===== config.mk =====
export PLATFORM = sky130hd
export DESIGN_NAME = dstm_select
export DESIGN_NICKNAME = d
export VERILOG_FILES = /design/src/rtl/dstm_select.sv
export SDC_FILE = /design/constraint.sdc
export NUM_CORES = 1
export LEC_CHECK = 0
export ABC_CLOCK_PERIOD_IN_PS = 2300
export BUFFER_PORTS_ARGS = -buffer_cell sky130_fd_sc_hd__buf_2
export CORE_AREA = 4 4 41 43
export DETAILED_ROUTE_END_ITERATION = 6
export DIE_AREA = 0 0 45 47
export PLACE_DENSITY = 0.65
export SYNTH_ARGS = -nofsm -noshare
export SYNTH_HDL_FRONTEND = slang
export SYNTH_SLANG_ARGS = --single-unit

===== constraint.sdc =====
create_clock -name clk -period 2.3 [get_ports clk]
set_input_delay 0.46 -clock clk [delete_from_list [all_inputs] [get_ports clk]]
set_output_delay 0.46 -clock clk [all_outputs]
set_load 0.02 [all_outputs]

===== src/rtl/dstm_select.sv =====
// -----------------------------------------------------------------------------
// dstm_select
//
// Decode-stage selection of the memory-destination register (dstM). Only a
// load writes a register from memory, so dstM is the rt field for a load and
// RNONE for anything else. The block also keeps the D->E pipeline copy of
// dstM and flags a load-use hazard against the instruction now in D.
//
// Ports:
//   clk        rising-edge clock
//   rst_n      asynchronous active-low reset
//   D_op       opcode of the instruction in D
//   D_rt       rt field of the instruction in D
//   D_rs       rs field of the instruction in D
//   D_uses_rt  the D instruction reads rt as a source
//   E_stall    hold the E register
//   E_bubble   load RNONE into the E register (wins over E_stall)
//   d_dstM     combinational dstM of the D instruction
//   E_dstM     registered dstM of the E instruction
//   load_use   D instruction reads the register the E load is writing
//
// Optional feature:
//   DSTM_EXT_LOADS_EN  when defined, LB/LH/LBU/LHU are loads as well as LW.
// -----------------------------------------------------------------------------
module dstm_select #(
  parameter logic [5:0] OP_LW    = 6'b100011,
  parameter logic [5:0] OP_SW    = 6'b101011,
  parameter logic [5:0] OP_ADDI  = 6'b001000,
  parameter logic [5:0] OP_RTYPE = 6'b000000,
  parameter logic [4:0] RNONE    = 5'd0
) (
  input  logic       clk,
  input  logic       rst_n,
  input  logic [5:0] D_op,
  input  logic [4:0] D_rt,
  input  logic [4:0] D_rs,
  input  logic       D_uses_rt,
  input  logic       E_stall,
  input  logic       E_bubble,
  output logic [4:0] d_dstM,
  output logic [4:0] E_dstM,
  output logic       load_use
);

`ifdef DSTM_EXT_LOADS_EN
  localparam logic [5:0] OP_LB  = 6'b100000;
  localparam logic [5:0] OP_LH  = 6'b100001;
  localparam logic [5:0] OP_LBU = 6'b100100;
  localparam logic [5:0] OP_LHU = 6'b100101;
`endif

  logic [4:0] E_dstM_q;
  logic [4:0] E_dstM_d;

  // Stores, ADDI and R-type are listed explicitly so it is obvious they never
  // produce a memory destination; an unknown or X opcode lands in default.
  always_comb begin
    d_dstM = RNONE;
    case (D_op)
      OP_LW:                      d_dstM = D_rt;
`ifdef DSTM_EXT_LOADS_EN
      OP_LB, OP_LH, OP_LBU, OP_LHU: d_dstM = D_rt;
`endif
      OP_SW, OP_ADDI, OP_RTYPE:   d_dstM = RNONE;
      default:                    d_dstM = RNONE;
    endcase
  end

  // Bubble beats stall so a flushed slot is cleared even while E is held.
  always_comb begin
    E_dstM_d = d_dstM;
    if (E_bubble) begin
      E_dstM_d = RNONE;
    end else if (E_stall) begin
      E_dstM_d = E_dstM_q;
    end
  end

  always_ff @(posedge clk or negedge rst_n) begin
    if (!rst_n) begin
      E_dstM_q <= RNONE;
    end else begin
      E_dstM_q <= E_dstM_d;
    end
  end

  assign E_dstM = E_dstM_q;

  // A load to $0 shows up as RNONE, so it can never raise a hazard.
  assign load_use = (E_dstM_q != RNONE) &&
                    ((E_dstM_q == D_rs) || (D_uses_rt && (E_dstM_q == D_rt)));

endmodule


# Word level (Yosys, flattened, before mapping)
# Cells that the tools add are included.
# Widths: inputs -> output; s select.
[op_classes] reduce_logical=4 eq_ne=4 muxes=3
[ops] operator="$mux 5" count=3
[ops] operator="$eq 5x5->1" count=2
[ops] operator="$eq 6x6->1 const B" count=1
[ops] operator="$reduce_bool 5->1" count=1
[ops] operator="$logic_and 1x1->1" count=2
[ops] operator="$ne 2x1->1 const B" count=1
[ops] operator="$logic_or 1x1->1" count=1
[totals] input_bits=21 reg_bits=5 elab_cells=12 out_inout_bits=11

# Depth between registers and ports, before layout
# Gate-level depths: netlist of run 1.
[logic_depth] depth_word=4 ltp_mapped=4

# Worst setup path before layout of run 1
# No wires, ideal clock.
[synth_timing] path_kind="register -> output" from="register E_dstM_q[3], in the netlist E_dstM[3]" to="output load_use" path_slack_ps=450 required_time_ps=1840 t_arrival_ps=1390 path_stages_with_launch=5 path_cell_list="dfrtp_1 -> xor2_1 -> nor4_2 -> nand3_1 -> a21oi_1"
[synth_between] elab_chain_cells=4 elab_cells_between_ends=6 classes_between="2 x eq/ne; 4 x reduce/logical"
[synth_lines] element="from (decl)" line_no="52" rtl="logic [4:0] E_dstM_q;"
[synth_lines] element="from (signal assigned)" line_no="83" rtl="E_dstM_q <= E_dstM_d;"
[synth_lines] element="$eq 5x5->1" line_no="91" rtl="((E_dstM_q == D_rs) || (D_uses_rt && (E_dstM_q == D_rt)));"
[synth_lines] element="$logic_and 1x1->1" line_no="91"
[synth_lines] element="$logic_or 1x1->1" line_no="91"
[synth_lines] element="$logic_and 1x1->1 (*)" line_no="90" rtl="assign load_use = (E_dstM_q != RNONE) &&"
[synth_lines] element="to (decl)" line_no="42" rtl="output logic load_use"
# Mark *: on every way between the ends. The rest lies on a longest branch, timed or not.

# Final worst setup path of run 1
# Same ends and word-level chain as after synthesis.

==> results.md, run 1 <==
Final layout:
- The area growth from synthesis to layout is 47.6%.
- The area taken by flip-flops and latches is 125 um2.
- Fill cells in the final layout number 143.
- The net count reported at finish is 101.
- The register with the most flip-flops in the layout has 5 of them.
- 0 antenna diodes ended up in the layout.
- The layout cell share with drive strength beyond 1 is 46.8%.
- The multi-input combinational cells in the finished layout cover a total of 284 um2.

Global route:
- Entering global routing, the biggest net connects 11 pins.
- The global-route usage over all layers is 10.7%.
- met2 is the most crowded layer.
- The global routing usage on met1 is 13.2%.
- The number of antenna violations at the first check in global routing came to 0.
- The first global-routing pass estimated 1640 um of wire.
- Global routing finished with a remaining overflow of 0.
- The global-route met2 utilization is 16.9%.
- For this run, global-route usage on met3 was measured as 4.60%.
- The via count of the first global-routing pass was 395.

Drt:
- The overall routed net length is 1030 um.
- The number of detailed-routing iterations run before antenna repair is 4.
- The number of vias per cell is 4.72.
- The remaining routing DRC violations is 0.
- The count of routing violations after the opening detailed-route iteration is 7.
- Dividing the detail-routed wire length by the instance count gives 11.0 um.
- The detail route stage leaves a number of antenna-violating nets equal to 0.
- The detailed router placed 444 vias in this run.

Floorplan:
- The die covers 2120 um2.
- The floorplan core area is 1300 um2.
- The number of placed I/O pins is 32.
- The initial cell density of the core is 31.7%.
- The floorplan step set the die height to 47 um.
- The die extent in x is 45 um.
- Row generation in the floorplan step produced 13 rows.

STA:
- The total negative slack for setup checks is 0 ns.
- The time the final worst path needs with I/O delays and setup is 2.03 ns.
- Setup repair after global routing left no endpoint under its margin.
- The worst path uses 88.4% of the clock period.
- The number of hold violations in the final report was 0.
- The maximum clock skew at final layout is 0 ns.
- The worst-case setup margin in the final layout is 0.267 ns.
- The worst slew margin relative to its limit is 78.5%.
- Timing would allow up to 492 MHz.
- The number of pins with negative max-slew slack in the final report is 0.
- The worst-margin pin slew is 0.322 ns.
- Setup violations remaining at the end of the flow were counted as 0.

Clocking:
- TritonCTS built the clock tree.
- TritonCTS created 3 clock buffers.
- The number of resized instances in the post-cts repair step is 0.
- The clock reaches the later pin of the worst-skew pair after 0.24 ns.
- The CTS clock-pin slew for the worst setup and hold paths is 0.04 ns.
- Once the clock tree was built, the setup fixing pass inserted 0 buffers.
- The number of buffers between clock root and the deepest sink is 2.
- The hold-fix buffer count after cts is 0.
- Clock tree synthesis found a total of 5 sinks.
- The clock tree root buffer cell is clkbuf_4.
- The count of H-tree levels built during CTS is 1.

Worst setup path:
- The signal on the critical path passes through xor2_1, nor4_2, nand3_1, a21oi_1, buf_2.
- In this design, the stage delay of the slowest critical-path cell is 0.44 ns.
- In this run the critical register-to-register path is launched from E_dstM[2].
- Counting both buffers and inverters, the worst setup path holds a total of 1.
- The worst setup path is launched from a flip-flop.
- The slowest library cell on the worst path is dfrtp_1.
- The arrival time at the worst endpoint is 1.57 ns.
- The data required time at the worst endpoint is 1.84 ns.
- The worst setup path is of the reg2out kind.
- The worst setup path is captured at an output port.
- In this run the worst setup path begins at E_dstM[3].
- The family with the most delay on the worst path is flip-flops.
- The largest fanout of any net on the critical path is 5.

Synth:
- Counting flops and latches in the post-synthesis netlist gives 5.
- The cell count after synthesis is 45.
- The async set or reset register ratio after synthesis is 100%.
- The number of distinct library cell variants in the gate-level netlist after synthesis is 15.
- By count the netlist is led by 7 x xor2_1, 6 x a21oi_1.
- The number of synthesized flops with an enable pin is 0.
- The fraction of post-synthesis cell area in the top cell type by area is 30.3%.
- The main flop type after synthesis is dfrtp_1.
- The synthesized netlist occupies a cell area of 413 um2.
- In the post-synthesis netlist, the biggest area contributors are dfrtp_1 30%, xor2_1 15%, nand3b_1 9.1%, and2_1 7.6%, a21oi_1 7.3%.
- The number of nets handed over by synthesis was 66.
- The synthesis warning total is 0.
- The synthesized area per cell is 9.18 um2.
- The biggest area contributor in the post-synthesis netlist is dfrtp_1.
- After synthesis, flip-flops and latches occupy 30.3% of the total area.
- Among all cell types in the netlist, the one instantiated most often is xor2_1.

Placed design:
- The worst slack at placement is 0.361 ns.
- During placement, the flow inserted port buffers numbering 31.
- The routability congestion estimate from global placement is 0.688.

Hold path:
- The worst hold-check path type is in2async.

Flow run:
- The number of max-capacitance violations reported is 0.

Power and ir drop:
- In this run the power density over the cells is 379 nW/um2.
- The peak supply drop is 314 uV.
- The leakage dissipation is 0.330 nW.

Run status:
- The run finished with clean final reports.
==> per-stage QoR <==
step	power (W)	util [%]	cell area, um2	hold WS, ns	std cells
after floorplan	0.000105	-	413	0.164	45
after global placement	0.000131	44.8	583	0.275	90
after detailed placement	0.000132	44.8	583	0.276	90
after CTS	0.000236	46.8	609	0.0144	94
after global routing	0.000248	46.8	609	0.0128	94
final	0.000231	46.8	609	0.0190	94
==> routing by layer <==
layer / part of all wire, % / vias up / routed length (um)
li1: - / 223 / -
met1: 42 / 195 / 430
met2: 45 / 26 / 469
met3: 13 / 0 / 133
met4: 0 / 0 / 0
met5: 0 / - / 0
==> placed cells by master, fill, tap and decap left out, types with 2 or more instances in the layout <==
cell type and n:
buf_2 31, xor2_1 7, a21oi_1 6, dfrtp_1 5
and2_1 5, nand3b_1 5, nand2_1 5, xnor2_1 3
clkbuf_4 3, nand3_1 2
==> where the power goes <==
| part | internal, W | switching (W) |
|---|---|---|
| combinational | 0.0000212 | 0.0000197 |
| sequential | 0.0000885 | 0.000000396 |
| clock | 0.0000656 | 0.0000358 |
==> final timing paths <==
path	end	slack, ns	depth (start not counted)
setup / recovery	load_use	0.27	5
setup reg to reg	E_dstM[2]	1.56	2
hold / removal	E_dstM[0]	0.02	1
hold reg to reg	E_dstM[0]	0.61	2
min in group clk	E_dstM[4]	0.42	2
max in group asynchronous	E_dstM[2]	2.15	1
==> kinds of logic (layout without fill, tap and decap cells) <==
kind of cell,count (synthesis),after routing,synth area share (%)
compound gates,6,6,7.27
xor+xnor,10,10,21.2
buf+inv,1,35,0.908
flops,5,5,30.3
simple gates,23,23,40.3
==> cell type report <==
class	count	share of cell area [%]
clock buffers	4	4.31
well taps	15	3.08
flip-flops and latches	5	20.5
repair buffers	31	25.5
multi-input cells	39	46.6
Note: power is estimated with default switching activity, not from simulation.
==> inputs of run 2 (changes only) <==
--- a/config.mk
+++ b/config.mk
@@ -5,7 +5,7 @@
 export SDC_FILE = /design/constraint.sdc
 export NUM_CORES = 1
 export LEC_CHECK = 0
-export ABC_CLOCK_PERIOD_IN_PS = 2300
+export ABC_CLOCK_PERIOD_IN_PS = 2200
 export BUFFER_PORTS_ARGS = -buffer_cell sky130_fd_sc_hd__buf_2
 export CORE_AREA = 4 4 41 43
 export DETAILED_ROUTE_END_ITERATION = 6
==> constraint.sdc (replaced) <==
create_clock -name clk -period 2.2 [get_ports clk]
set_input_delay 0.44 -clock clk [delete_from_list [all_inputs] [get_ports clk]]
set_output_delay 0.44 -clock clk [all_outputs]
set_load 0.02 [all_outputs]
==> run 2 against run 1 <==
  * Clock power up 6%
  * Final cell count up 1.1%
  * Combinational power up 7.8%
  * Non-clock buffer count up 1
  * Core utilization up 0.77 points
  * Cell area up 1.6%
  * Routed wire length up 0.77%
  * Count of clock-buffer cells in the layout unchanged
  * Critical path type unchanged
  * Sequential share of layout area down 0.33 points
  * Largest cell class unchanged
  * First-iteration DRC count up 29%
  * Worst setup slack worse by 0.082 ns
==> results.md, run 2 (synthesized netlist as in run 1, its figures left out) <==
Hold path:
- Counting instances, the worst hold path has a depth of 2.
- The worst hold-check path type is in2reg (was in2async).
- In this run the most critical hold path is launched from E_bubble.
- The end of the worst hold path is E_dstM[4].

Final layout:
- The number of flip-flops under the largest register name came to 5 (unchanged).
- The net count reported at finish is 102 (was 101).
- The final non-filler cell total is 95 (was 94).
- The layout cell share with drive strength beyond 1 is 46.3% (was 46.8%).
- The synthesis-to-finish area growth is 50.0% (was 47.6%).
- Commonest cells after routing, fill and taps aside: 31 x buf_2, 7 x xor2_1, 6 x a21oi_1 (unchanged).
- The number of inserted diodes is 0 (unchanged).
- The most frequent standard cell in the layout excluding fill and tap cells is buf_2 (unchanged).

Clocking:
- The number of resized instances in the post-cts repair step is 0 (unchanged).
- The number of buffers created by CTS is 3 (unchanged).
- The TritonCTS sink count came to 5 (unchanged).
- The clock tree root buffer cell is clkbuf_4 (unchanged).
- The number of buffers between clock root and the deepest sink is 2 (unchanged).
- The CTS clock-pin slew for the worst setup and hold paths is 0.04 ns (about the same).
- The clock tree from TritonCTS is built (unchanged).
- The count of H-tree levels built during CTS is 1 (unchanged).
- The worst-skew pair later-pin latency was 0.24 ns (about the same).

Floorplan:
- The number of placed I/O pins was 32 (unchanged).
- The die outline height is 47 um (unchanged).
- The floorplan core area is 1300 um2 (unchanged).
- The die area was 2120 um2 (unchanged).
- The initial cell density of the core was 31.7% (unchanged).
- The die extent in x is 45 um (unchanged).
- The row count was 13 (unchanged).

STA:
- The worst-case setup margin in the final layout is 0.185 ns (was 0.267 ns).
- The total negative slack for setup checks came to 0 ns (unchanged).
- The worst-margin pin slew was 0.322 ns (unchanged).
- The number of hold violations in the final report was 0 (unchanged).
- The fmax is 496 MHz.
- The worst slew margin relative to its limit is 78.5% (unchanged).
- The clock period could shrink to 2.02 ns.
- The maximum clock skew at final layout was 0 ns (unchanged).
- The number of pins with negative max-slew slack in the final report is 0 (unchanged).
- The final number of setup-violating endpoints is 0 (unchanged).
- RSZ-0062 raised after global routing: false (unchanged).
- The fraction of the cycle the final worst path needs is 91.6%.

Worst setup path:
- The kind of capture point of the worst setup path is an output port (unchanged).
- The data required time at the worst endpoint is 1.76 ns (was 1.84 ns).
- The capture instance of the worst register-to-register path was E_dstM[2] (unchanged).
- The largest fanout of any net on the critical path is 5 (unchanged).
- The slack of the worst reg-to-reg path is 1.46 ns (was 1.56 ns).
- The launch point of the worst reg-to-reg path is E_dstM[2] (unchanged).
- The worst reg-to-reg path cell count was 2 (unchanged).
- Series of cell instances along the critical path: xor2_1, nor4_2, nand3_1, a21oi_1, buf_2 (unchanged).
- The biggest cell delay along the critical path is 0.44 ns (about the same).
- The critical path depth came to 5 (unchanged).
- The kind of critical path is reg2out (unchanged).
- The arrival time at the worst endpoint is 1.58 ns (was 1.57 ns).
- The kind of start point of the critical path is a flip-flop (unchanged).
- The buffer and inverter count on the worst path is 1 (unchanged).
- The slowest library cell on the worst path is dfrtp_1 (unchanged).
- The family with the most delay on the worst path is flip-flops (unchanged).

Global route:
- The via count of the first global-routing pass was 400 (was 395).
- The largest net degree at the start of global routing is 11 (unchanged).
- The total congestion overflow after global routing is 0 (unchanged).
- The first-pass GRT wire length is 1660 um (was 1640 um).
- The number of antenna violations at the first check in global routing is 0 (unchanged).
- The global-route usage over all layers is 10.9% (was 10.7%).

Placed design:
- The routability congestion estimate from global placement is 0.688 (unchanged).
- The total instance count after detailed placement is 90 (unchanged).
- The number of port buffers is 31 (unchanged).
- The worst slack at placement is 0.301 ns (was 0.361 ns).

Drt:
- The per-cell routed wire length is 11.0 um (about the same).
- The remaining routing DRC violations is 0 (unchanged).
- The count of routing violations after the opening detailed-route iteration was 9 (was 7).
- The number of detailed-routing iterations run before antenna repair is 4 (unchanged).
- The overall routed net length is 1040 um (was 1030 um).
- The total via count in the routed design is 448 (was 444).
- The number of routed nets with antenna violations was 0 (unchanged).
- The number of vias per cell was 4.72 (about the same).

Flow run:
- The number of max-capacitance violations reported is 0 (unchanged).

Power and ir drop:
- The peak supply drop was 293 uV (was 314 uV).
- The leakage dissipation was 0.334 nW (was 0.330 nW).
- The power density of the placed cells is 394 nW/um2 (was 379 nW/um2).

Run status:
- Outcome: finished, final reports clean (unchanged).
## run 2: area by class of cell
cell class,count,area (um2)
multi-input combinational,39,284
fill,140,682
tap,15,18.8
sequential,5,125
timing repair buffer,32,165
clock buffer,4,26.3
## run 2: worst register-to-register path, cell delays in order, from the launching register on
cell and delay, ns:
dfrtp_1 0.45, nand2_1 0.07, a21oi_1 0.14
## run 2: worst max path at each step
stage	start	end	slack, ns
2_1_floorplan	E_dstM[3]	load_use	0.37
3_3_place_gp	D_rt[3]	load_use	0.33
3_5_place_dp	D_rt[3]	load_use	0.30
4_1_cts	E_dstM[3]	load_use	0.16
5_1_grt	E_dstM[3]	load_use	0.04
6_report	E_dstM[3]	load_use	0.18
## run 2: repair_timing
action	in CTS	in global routing
setup buffers	0	0
hold buffers	1	0
hold endpoints to repair	5	0
## run 2: layer usage
metal	global-route usage (%)	share of wire, %	vias to the layer above
met5	0	0	-
met4	3.51	0	0
met3	4.60	13	0
met2	17.2	46	26
met1	13.4	41	197
li1	-	-	225
## run 2: stage by stage
stage	utilization (%)	hold slack (ns)	power, W	instance area, um2
floorplan	-	0.144	0.000110	413
global placement	44.8	0.255	0.000137	583
detailed placement	44.8	0.256	0.000137	583
CTS	47.6	0.394	0.000248	619
global route	47.6	0.405	0.000263	619
finish	47.6	0.402	0.000244	619
## run 2: power by group
part | leakage, nW | switching [W] | internal (W)
Clock | 0.0150 | 0.0000383 | 0.0000686
Combinational | 0.249 | 0.0000208 | 0.0000233
Sequential | 0.0698 | 0.000000414 | 0.0000926
==> inputs of run 3 (changes only) <==
--- a/config.mk
+++ b/config.mk
@@ -7,9 +7,9 @@
 export LEC_CHECK = 0
 export ABC_CLOCK_PERIOD_IN_PS = 2200
 export BUFFER_PORTS_ARGS = -buffer_cell sky130_fd_sc_hd__buf_2
-export CORE_AREA = 4 4 41 43
+export CORE_AREA = 2 2 39 41
 export DETAILED_ROUTE_END_ITERATION = 6
-export DIE_AREA = 0 0 45 47
+export DIE_AREA = 0 0 41 43
 export PLACE_DENSITY = 0.65
 export SYNTH_ARGS = -nofsm -noshare
 export SYNTH_HDL_FRONTEND = slang
==> constraint.sdc (replaced) <==
create_clock -name clk -period 2.2 [get_ports clk]
set_input_delay 0.44 -clock clk [delete_from_list [all_inputs] [get_ports clk]]
set_output_delay 0.44 -clock clk [all_outputs]
set_load 0.1 [all_outputs]
==> run 3 against run 2 <==
  * Sequential power barely moved
  * Routed wire length shrank 4.2%
  * Final cell count is 1.1% higher
  * Clock skew stayed put
  * Non-clock buffer count stayed put
  * Worst setup slack lost 0.10 ns
  * Largest cell class unchanged
  * Flip-flop and latch count did not move
  * Global-route usage increased by 0.85 points
  * Power grew 1.6%
  * Critical path type unchanged
==> results.md, run 3 (synthesized netlist as in run 1, its figures left out) <==
Run status:
- Outcome: finished, final reports clean (unchanged).

Final layout:
- The net count reported at finish is 102 (unchanged).
- Commonest cells after routing, fill and taps aside: 25 x buf_2, 7 x xor2_1, 6 x buf_12 (was 31 x buf_2, 7 x xor2_1, 6 x a21oi_1).
- The area taken by flip-flops and latches is 136 um2 (was 125 um2).
- The number of filler cells placed in the layout is 142 (was 140).
- The number of inserted diodes came to 0 (unchanged).
- The most frequent standard cell in the layout excluding fill and tap cells was buf_2 (unchanged).
- The number of flip-flops under the largest register name was 5 (unchanged).
- The area of all placed cells without fillers came to 733 um2 (was 619 um2).
- The area used by multi-input combinational logic is 295 um2 (was 284 um2).
- The layout cell share with drive strength beyond 1 is 53.8% (was 46.3%).
- The synthesis-to-finish area growth came to 77.6% (was 50.0%).

Placed design:
- The post-placement cell area was 697 um2 (was 583 um2).
- The number of port buffers is 31 (unchanged).
- The worst slack at placement came to 0.249 ns (was 0.301 ns).
- The routability congestion estimate from global placement was 0.719 (was 0.688).

Power and ir drop:
- The design internal power is 0.000186 W (was 0.000184 W).
- The fraction of power consumed by combinational cells is 20.8% (was 18.1%).
- The peak supply drop is 397 uV (was 293 uV).
- The total power came to 0.000248 W (was 0.000244 W).
- The power spent charging and discharging nets came to 0.0000619 W (was 0.0000595 W).
- The sequential group share of total power is 37.5% (was 38.1%).
- The leakage dissipation was 0.340 nW (was 0.334 nW).
- The clock network fraction of total power is 41.7% (was 43.8%).
- The power density of the placed cells came to 338 nW/um2 (was 394 nW/um2).
- The switching portion of total power was 25.0% (was 24.4%).

STA:
- The total negative slack for setup checks is 0 ns (unchanged).
- The worst slew margin relative to its limit is 67.9% (was 78.5%).
- The fmax is 472 MHz (was 496 MHz).
- The time the final worst path needs with I/O delays and setup came to 2.12 ns (was 2.02 ns).
- The minimum hold slack is 0.407 ns (was 0.402 ns).
- RSZ-0062 raised after global routing: false (unchanged).
- The worst-margin pin slew is 0.485 ns (was 0.322 ns).
- The number of hold violations in the final report is 0 (unchanged).
- The final number of setup-violating endpoints was 0 (unchanged).
- The worst-case setup margin in the final layout is 0.0809 ns (was 0.185 ns).
- The number of pins with negative max-slew slack in the final report is 0 (unchanged).
- The maximum clock skew at final layout is 0 ns (unchanged).
- The fraction of the cycle the final worst path needs is 96.3% (was 91.6%).

Clocking:
- The clock tree from TritonCTS is built (unchanged).
- The CTS clock-pin slew for the worst setup and hold paths came to 0.04 ns (about the same).
- The worst-skew pair later-pin latency is 0.24 ns (about the same).
- The number of buffers created by CTS is 3 (unchanged).
- The number of resized instances in the post-cts repair step is 0 (unchanged).
- The count of H-tree levels built during CTS came to 1 (unchanged).
- The TritonCTS sink count is 5 (unchanged).
- The clock tree root buffer cell is clkbuf_4 (unchanged).
- The number of buffers between clock root and the deepest sink is 2 (unchanged).

Worst setup path:
- The largest fanout of any net on the critical path is 5 (unchanged).
- The kind of start point of the critical path is a flip-flop (unchanged).
- Series of cell instances along the critical path: xor2_1, nor4_2, nand3_1, a21oi_4, buf_12 (was xor2_1, nor4_2, nand3_1, a21oi_1, buf_2).
- The arrival time at the worst endpoint is 1.68 ns (was 1.58 ns).
- The kind of critical path is reg2out (unchanged).
- The kind of capture point of the worst setup path is an output port (unchanged).
- The slowest library cell on the worst path is dfrtp_4 (was dfrtp_1).
- The data required time at the worst endpoint came to 1.76 ns (about the same).
- The slack of the worst reg-to-reg path is 1.45 ns (was 1.46 ns).
- The biggest cell delay along the critical path is 0.50 ns (was 0.44 ns).

Hold path:
- The worst hold-check path type is in2reg (unchanged).

Global route:
- The via count of the first global-routing pass was 371 (was 400).
- The largest net degree at the start of global routing is 11 (unchanged).
- The first-pass GRT wire length is 1400 um (was 1660 um).
- The global-route usage over all layers is 11.7% (was 10.9%).
- The number of antenna violations at the first check in global routing came to 0 (unchanged).
- The total congestion overflow after global routing is 0 (unchanged).

Drt:
- The number of detailed-routing iterations run before antenna repair came to 4 (unchanged).
- The remaining routing DRC violations is 0 (unchanged).
- The count of routing violations after the opening detailed-route iteration is 3 (was 9).
- The per-cell routed wire length is 10.4 um (was 11.0 um).
- The overall routed net length was 997 um (was 1040 um).
- The number of routed nets with antenna violations came to 0 (unchanged).
- The total via count in the routed design is 451 (was 448).
- The number of vias per cell is 4.70 (was 4.72).

Floorplan:
- The die outline height is 43 um (was 47 um).
- The die area came to 1760 um2 (was 2120 um2).
- The row count is 14 (was 13).
- The initial cell density of the core is 29.8% (was 31.7%).
- The floorplan core area is 1380 um2 (was 1300 um2).
- The die extent in x was 41 um (was 45 um).
- The number of placed I/O pins is 32 (unchanged).

Flow run:
- The number of max-capacitance violations reported is 0 (unchanged).
## run 3: area by class of cell
| type | instances | share of cell area (%) |
|---|---|---|
| Tap cell | 16 | 2.73 |
| Sequential cell | 5 | 18.6 |
| Multi-Input combinational cell | 39 | 40.3 |
| Clock buffer | 4 | 3.58 |
| Timing Repair Buffer | 32 | 34.8 |
## run 3: metrics by stage
| stage | std cells | utilization [%] |
|---|---|---|
| after global placement | 91 | 50.4 |
| final | 96 | 53.0 |
| after global routing | 96 | 53.0 |
| after CTS | 96 | 53.0 |
| after floorplan | 45 | - |
| after detailed placement | 91 | 50.4 |
## run 3: routing by layer
metal  up-vias  track usage, %  part of all wire [%]
met5         -               0                     0
met4         0            2.00                     0
met3         0            6.28                    11
met2        20            18.8                    48
met1       204            13.5                    41
li1        227               -                     -
## run 3: power by group through the flow
| stage | logic (W) | clock network, W | registers, W |
|---|---|---|---|
| 4_1_cts | 0.0000524 | 0.000109 | 0.0000930 |
| 3_3_place_gp | 0.0000497 | 0 | 0.0000944 |
| 3_5_place_dp | 0.0000509 | 0 | 0.0000944 |
| 2_1_floorplan | 0.0000194 | 0 | 0.0000961 |
| 5_1_grt | 0.0000558 | 0.000117 | 0.0000929 |
| 6_report | 0.0000516 | 0.000103 | 0.0000930 |
## run 3: timing repair
item | in CTS | in global routing
setup buffers | 0 | 0
hold buffers | 1 | 0
endpoints found under the hold margin | 3 | 0
## run 3: worst paths after layout
kind / start / cells after the start / endpoint
setup / recovery: E_dstM[3] / 5 / load_use
hold / removal: E_bubble / 2 / E_dstM[1]
setup reg to reg: E_dstM[2] / 2 / E_dstM[2]
hold reg to reg: E_dstM[1] / 2 / E_dstM[1]
max in group asynchronous: rst_n / 2 / E_dstM[3]
min in group asynchronous: rst_n / 2 / E_dstM[2]
## run 3: worst max-delay path, delay by kind of cell (launching register included)
kind | cells | cell delay [ns]
flip-flops | 1 | 0.50
AND/OR/NAND/NOR | 2 | 0.43
buffers and inverters | 1 | 0.19
AO/OA/AOI/OAI | 1 | 0.17
XOR/XNOR | 1 | 0.16
